--- src/rtl/fma_arbiter.sv ---
// Shares one fixed-latency FMA pipeline among NREQ requesters and returns each result to its owner.
// Define FMA_ARBITER_RR_EN for round-robin arbitration; otherwise lowest index wins.
module fma_arbiter #(
    parameter int unsigned NREQ    = 4,
    parameter int unsigned LAT     = 5,
    parameter int unsigned MAX_OUT = 3
) (
    input  logic                    clk,
    input  logic                    rst,
    input  logic [NREQ-1:0]         req_valid,
    output logic [NREQ-1:0]         req_ready,
    input  logic [32*NREQ-1:0]      req_a,
    input  logic [32*NREQ-1:0]      req_b,
    input  logic [32*NREQ-1:0]      req_c,
    input  logic                    hold,
    output logic [31:0]             fma_a,
    output logic [31:0]             fma_b,
    output logic [31:0]             fma_c,
    input  logic [31:0]             fma_result,
    output logic                    rsp_valid,
    output logic [$clog2(NREQ)-1:0] rsp_id,
    output logic [31:0]             rsp_data,
    output logic                    idle
);
    localparam int unsigned IDW = $clog2(NREQ);
    localparam int unsigned CW  = $clog2(MAX_OUT + 1);
    localparam logic [CW-1:0] MAX_OUT_C = CW'(MAX_OUT);

    logic [CW-1:0]   r_out [NREQ];
    logic [LAT-1:0]  r_tag_vld;
    logic [IDW-1:0]  r_tag_id [LAT];

    logic [NREQ-1:0] w_elig;
    logic            w_gnt;
    logic [IDW-1:0]  w_gnt_id;

    assign rsp_valid = r_tag_vld[LAT-1];
    assign rsp_id    = r_tag_id[LAT-1];
    assign rsp_data  = rsp_valid ? fma_result : 32'h0;
    assign idle      = ~(|r_tag_vld) && !w_gnt;

    // A slot freed by this cycle's response can be refilled in the same cycle.
    always_comb begin
        w_elig = '0;
        for (int i = 0; i < int'(NREQ); i++) begin
            w_elig[i] = req_valid[i] && !hold && !rst &&
                        ((r_out[i] < MAX_OUT_C) || (rsp_valid && rsp_id == IDW'(i)));
        end
    end

`ifdef FMA_ARBITER_RR_EN
    logic [IDW-1:0] r_ptr;

    always_comb begin
        int idx;
        idx      = 0;
        w_gnt    = 1'b0;
        w_gnt_id = '0;
        for (int k = 0; k < int'(NREQ); k++) begin
            idx = int'(r_ptr) + k;
            if (idx >= int'(NREQ)) begin
                idx = idx - int'(NREQ);
            end
            if (!w_gnt && w_elig[IDW'(idx)]) begin
                w_gnt    = 1'b1;
                w_gnt_id = IDW'(idx);
            end
        end
    end

    always_ff @(posedge clk or posedge rst) begin
        if (rst) begin
            r_ptr <= '0;
        end else if (w_gnt) begin
            r_ptr <= (w_gnt_id == IDW'(NREQ - 1)) ? '0 : w_gnt_id + 1'b1;
        end
    end
`else
    always_comb begin
        w_gnt    = 1'b0;
        w_gnt_id = '0;
        for (int i = int'(NREQ) - 1; i >= 0; i--) begin
            if (w_elig[i]) begin
                w_gnt    = 1'b1;
                w_gnt_id = IDW'(i);
            end
        end
    end
`endif

    always_comb begin
        req_ready = '0;
        fma_a     = 32'h0;
        fma_b     = 32'h0;
        fma_c     = 32'h0;
        for (int i = 0; i < int'(NREQ); i++) begin
            if (w_gnt && w_gnt_id == IDW'(i)) begin
                req_ready[i] = 1'b1;
                fma_a        = req_a[32*i +: 32];
                fma_b        = req_b[32*i +: 32];
                fma_c        = req_c[32*i +: 32];
            end
        end
    end

    // Tag pipeline mirrors the FMA pipeline depth; it never stalls.
    always_ff @(posedge clk or posedge rst) begin
        if (rst) begin
            r_tag_vld <= '0;
            for (int j = 0; j < int'(LAT); j++) begin
                r_tag_id[j] <= '0;
            end
        end else begin
            r_tag_vld[0] <= w_gnt;
            r_tag_id[0]  <= w_gnt_id;
            for (int j = 1; j < int'(LAT); j++) begin
                r_tag_vld[j] <= r_tag_vld[j-1];
                r_tag_id[j]  <= r_tag_id[j-1];
            end
        end
    end

    always_ff @(posedge clk or posedge rst) begin
        if (rst) begin
            for (int i = 0; i < int'(NREQ); i++) begin
                r_out[i] <= '0;
            end
        end else begin
            for (int i = 0; i < int'(NREQ); i++) begin
                if (req_ready[i] && !(rsp_valid && rsp_id == IDW'(i))) begin
                    if (r_out[i] != MAX_OUT_C) begin
                        r_out[i] <= r_out[i] + 1'b1;
                    end
                end else if (!req_ready[i] && rsp_valid && rsp_id == IDW'(i)) begin
                    if (r_out[i] != '0) begin
                        r_out[i] <= r_out[i] - 1'b1;
                    end
                end
            end
        end
    end

endmodule

--- config.mk ---
export PLATFORM = sky130hd
export DESIGN_NAME = fma_arbiter
export DESIGN_NICKNAME = d
export VERILOG_FILES = /design/src/rtl/fma_arbiter.sv
export SDC_FILE = /design/constraint.sdc
export NUM_CORES = 1
export LEC_CHECK = 0
export ABC_AREA = 0
export CORE_AREA = 2 2 220 222
export CTS_CLUSTER_DIAMETER = 30
export CTS_CLUSTER_SIZE = 40
export DETAILED_ROUTE_END_ITERATION = 16
export DIE_AREA = 0 0 222 224
export SLEW_MARGIN = 20
export SYNTH_ARGS = -nofsm -noshare
export SYNTH_HDL_FRONTEND = slang
export SYNTH_SLANG_ARGS = --single-unit
--- constraint.sdc ---
create_clock -name clk -period 2.9 [get_ports clk]
set_clock_uncertainty 0.1 [all_clocks]
set_input_delay 0.29 -clock clk [delete_from_list [all_inputs] [get_ports clk]]
set_output_delay 0.29 -clock clk [all_outputs]
set_load 0.01 [all_outputs]
== Word level (Yosys, flattened, before mapping) ==
Cells that the tools add are included.
Storage, ports and cells
  register bits after elaboration: 23
  input port bits: 423
  output and inout port bits: 136
  word-level logic and storage cells: 145
Operators by class
  $add $sub $neg: 8
  magnitude comparators: 4
  equality and inequality tests: 14
  multiplexer cells: 41
  bitwise gates (word level): 1
  reductions and logical operators: 67
Operators by type and width (number)
  32-bit two-way mux: 13
  2-bit two-way mux: 20
  1-bit logical AND: 33
  2-bit nonzero test: 12
  3-bit AND reduction: 4
  1-bit logical NOT: 11
  2-bit by 1-bit adder with 2-bit output, second input constant: 4
  2-bit equality test, second input constant: 4
  2-bit < comparator, second input constant: 4
  1-bit two-way mux: 8
  2-bit by 1-bit inequality test with 1-bit output, second input constant: 4
  2-bit inequality test, second input constant: 4
  2-bit by 1-bit subtractor with 2-bit output, second input constant: 4
  5-bit OR reduction: 1
  2-bit by 1-bit equality test with 1-bit output, second input constant: 2
  2-bit logical NOT: 2
  1-bit logical OR: 4
  1-bit inverter: 1

== Depth between registers and ports, before layout ==
  word-level depth: 16
  depth in mapped cells: 9
  depth with buffers taken out: 7

== Worst setup path before layout ==
OpenSTA, ideal clock, no wires.
  path type: register -> output
  start point: register r_tag_vld[4]
  end point: output fma_b[12]
  data arrival time: 2027 ps
  required time: 2510 ps
  setup slack: 483 ps
  stages on the path, launching flop included: 8
  buffers on the path: 3
  cells stage by stage: dfrtp_1 > and3b_1 > o211a_4 > or4_4 > buf_6 > buf_6 > buf_6 > a21oi_1
Between the ends
  cells in the longest elaborated chain, start to end: 13
  elaborated cells between the ends (all ways): 32
  classes of those cells: eq/ne: 3; mux: 12; reduce/logical: 17
RTL lines
  from (decl): line 30  | logic [LAT-1:0] r_tag_vld;
  from (signal, indexed assignment): line 117  | r_tag_vld[j] <= r_tag_vld[j-1];
  1-bit logical AND: line 47  | ((r_out[i] < MAX_OUT_C) || (rsp_valid && rsp_id == IDW'(i)));
  1-bit logical OR: line 47
  1-bit logical AND: line 46  | w_elig[i] = req_valid[i] && !hold && !rst &&
  2-bit two-way mux (4 in a row): line 83  | if (w_elig[i]) begin
  2-bit logical NOT: line 97  | if (w_gnt && w_gnt_id == IDW'(i)) begin
  1-bit logical AND: line 97
  32-bit two-way mux (3 in a row): line 97
  32-bit two-way mux (*): line 97
  to (decl): line 17  | output logic [31:0] fma_b,
Mark *: on every way between the ends. The rest lies on a longest branch, timed or not.

== Worst setup path after layout ==
  start point: register r_tag_vld[4]
  end point: output fma_b[31]
The elaborated chain is that of the path after synthesis.

==> impl_results.md <==
- Yosys reg bits: 23
- Syn_nets: 926
- Via density: 3.955
- Max Clk Rate: 0.3379 GHz
- Cell Chain, Critical Path: and3b_2, o211a_4, buf_12, and2_4, buf_12, buf_6, a222oi_1, nand2_1, buf_2
- Share of cells above drive strength 1: 0.3148
- Final Core Density: 0.2410
- Worst Path Arrival: 2.57 ns
- Reg-to-Reg End: r_out[0]
- CP Max Fanout: 7
- DIE AREA: 49730 µm²
- PnR Total Power: 3.626 mW
- Setup_tns: -0.2690 ns
- Clock root cell: clkbuf_16
- Startpoint types: flop
- Power Density: 317.8 nW/µm²
- Fin cells: 1748
- Slew Viols, Final: 0
- TritonCTS buffer count: 3
- Inst Count DP: 1689
- Part of the power in registers: 0.125
- Global-route wire length before repair: 43.10 mm
- Comb pwr share: 0.794
- Largest stage delay on the critical path: 0.50 ns
- Reg2reg path depth: 10
- RSZ-0062 raised after global routing: true
- Sequential fraction of the synthesis area: 0.1647
- Final Critical Period: 2.960 ns
- Tot GR Track Use: 0.1136
- Drt pass-1 iters: 8
- P_int: 2.230 mW
- Clk pwr share: 0.081
- Crit. End Element: primary output
- Flop2flop setup slack: 0.29 ns
- Final ANT Viol Nets: 0
- Maximum root-to-sink buffer count: 2
- Final net count: 1555
- Sw frac: 0.3850
- Endpoints failing setup: 12
- Dpl hpwl: 23.02 mm
- Status: finished, violations left
- Remaining Overflow, GRT: 0
- Class of the worst hold path: reg -> reg
- Max cap viols: 0
- Worst hold endpoint: r_tag_id[5]
- DR vias: 6913
- Yosys top cell by area: a222oi_1
- YS warnings: 0
- Most used cell, CP: buf_12
- Synth area leaders: a222oi_1, dfrtp_1, nand2_1
- Avg WL per Cell: 18.31 µm
- Delay-heaviest family, CP: compound AO/OA/AOI/OAI gates
- Sw Pwr: 1.396 mW
- 1st-iter DRT viols: 396
- Post-CTS Hold Buffers: 0
- Worst EP required: 2.51 ns
- CTS tree: done
- Initial Util: 0.07381
- Worst skew pair latency: 0.25 ns
- Period Utilization, post-route: 1.021
- VDD IR max: 0.0002253 V
- DRC Markers: 0
- Area grow syn2layout: 226.5%
- Worst path buffer plus inverter count: 4
- Clock Sinks: 23
- Pleak: 4.839 nW
- Worst-margin pin slew: 0.8719 ns
- Input/output buffers: 558
- Final GP Congestion: 0.8852
- Final Hold Fails: 0
- Post-synth top area share: 0.1690
- Yosys cell types: 38
- Die Wd: 222 µm
- IO Count: 559
- Final WL: 32.01 mm
- Failing checks: setup timing
- Synthesized cell area: 3495 µm²
- Setup WS post-layout: -0.05968 ns
- Reg clk slew, reported paths: 0.06 ns
- Min-delay src: r_tag_id[7]
- Antenna violations before repair: 5
- Die H: 224 µm
- Slowest-stage cell, CP: a222oi_1
- Largest net degree at the start of global routing: 35
- Row count: 80
- Mean post-synth cell area: 6.948 µm²
- Vias in the first global route: 7261
- Cells after Synth: 503
- Max_slew headroom: 0.4181
- R2R Path Start: r_tag_vld[4]
- Setup CP Type: reg -> out
- Hold path depth: 0
- H-tree depth: 1
- Core area: 47350 µm²
## timing repair
action / CTS / global route
cloned: 12 / 7
buffers inserted: 26 / 15
setup endpoints to repair: 99 / 95
gates resized for setup: 420 / 151
pin swaps: 40 / 57
## synthesized netlist by cell type, drive strengths merged
library cell  instances
a222oi               59
nand3b                2
a21o                  1
a21oi                43
inv                   5
and2                 33
dfrtp                23
buf                  26
a221oi               37
clkbuf               32
nand3                 4
and3b                 2
o21a                  2
nor2                 41
a211oi                1
and3                 38
o21ai                 8
or4                   2
nor3b                 3
o2bb2ai               1
mux2i                 4
o311a                 1
nor3                  3
nand2b                1
xnor2                 2
o21ba                 1
clkinv                1
a22oi                 1
o211a                 1
o211ai                2
nand2               123
## flip-flops by register name, indices dropped and copies added (netlist names)
signal	cells
rsp_id	2
r_tag_id	8
r_tag_vld	5
r_out	8
## area by class of cell
class	count	area, µm²
Fill cell	5183	35940
Timing Repair Buffer	682	6803
Multi-Input combinational cell	416	3144
Tap cell	615	769.5
Sequential cell	23	578.1
Clock buffer	3	75.07
Inverter	6	28.78
Clock inverter	1	5.005
Antenna cell	2	5.005
## power groups by stage
stage	Combinational, mW	Sequential [mW]	Clock, mW
2_1_floorplan	0.943	0.459	0
3_5_place_dp	2.65	0.454	0
4_1_cts	2.78	0.451	0.301
3_3_place_gp	2.63	0.449	0
5_1_grt	3.07	0.465	0.317
6_report	2.88	0.454	0.294
## cell usage in the layout (no fill, tap or decap), types with 8 or more instances in the layout
cell type        count
a221oi_1             8
clkdlybuf4s50_1    458
clkbuf_16            9
nor2_2              20
a21oi_1             10
and2_1              32
a221oi_2            27
buf_16              10
dfrtp_1             21
buf_4               58
nor2_4              15
and3_1              38
buf_2               83
nand2_1            101
a21oi_2             27
buf_12              19
a222oi_1            59
buf_6               32
nand2_2             20
## per-layer routing
metal  up-vias  track usage  part of all wire
met1      3173       0.1138              0.35
li1       3204            -                 -
met2       461       0.2180              0.51
met5         -            0           0.00041
met4         2      0.05623             0.056
met3        73      0.02807             0.077
## cells by family after synthesis
kind of cell    after synthesis  synth area share
compound gates              158            0.3770
flops                        23            0.1647
simple gates                252            0.3455
xor+xnor                      2          0.005013
buf+inv                      64           0.09631
mux                           4           0.01146
## worst max path at each step
| stage | slack, ns | cells past startpoint | endpoint | from |
|---|---|---|---|---|
| floorplan | 0.48 | 7 | fma_b[12] | r_tag_vld[4] |
| global placement | -0.43 | 10 | fma_a[20] | rst |
| detailed placement | -0.43 | 10 | fma_a[20] | rst |
| CTS | -0.1 | 8 | fma_c[20] | rsp_id[0] |
| global route | -0.14 | 12 | fma_b[20] | r_tag_vld[4] |
| finish | -0.06 | 9 | fma_b[31] | r_tag_vld[4] |
## per-stage QoR
| step | instance area, µm² | setup WS, ns | hold WS [ns] |
|---|---|---|---|
| after global placement | 10250 | -0.4263 | 0.2377 |
| after global routing | 11410 | -0.1429 | 0.2526 |
| after detailed placement | 10250 | -0.4266 | 0.2347 |
| final | 11410 | -0.05968 | 0.2468 |
| after floorplan | 3495 | 0.4827 | 0.1919 |
| after CTS | 10970 | -0.09715 | 0.2480 |
No activity file was read; power rests on OpenSTA's default activity.
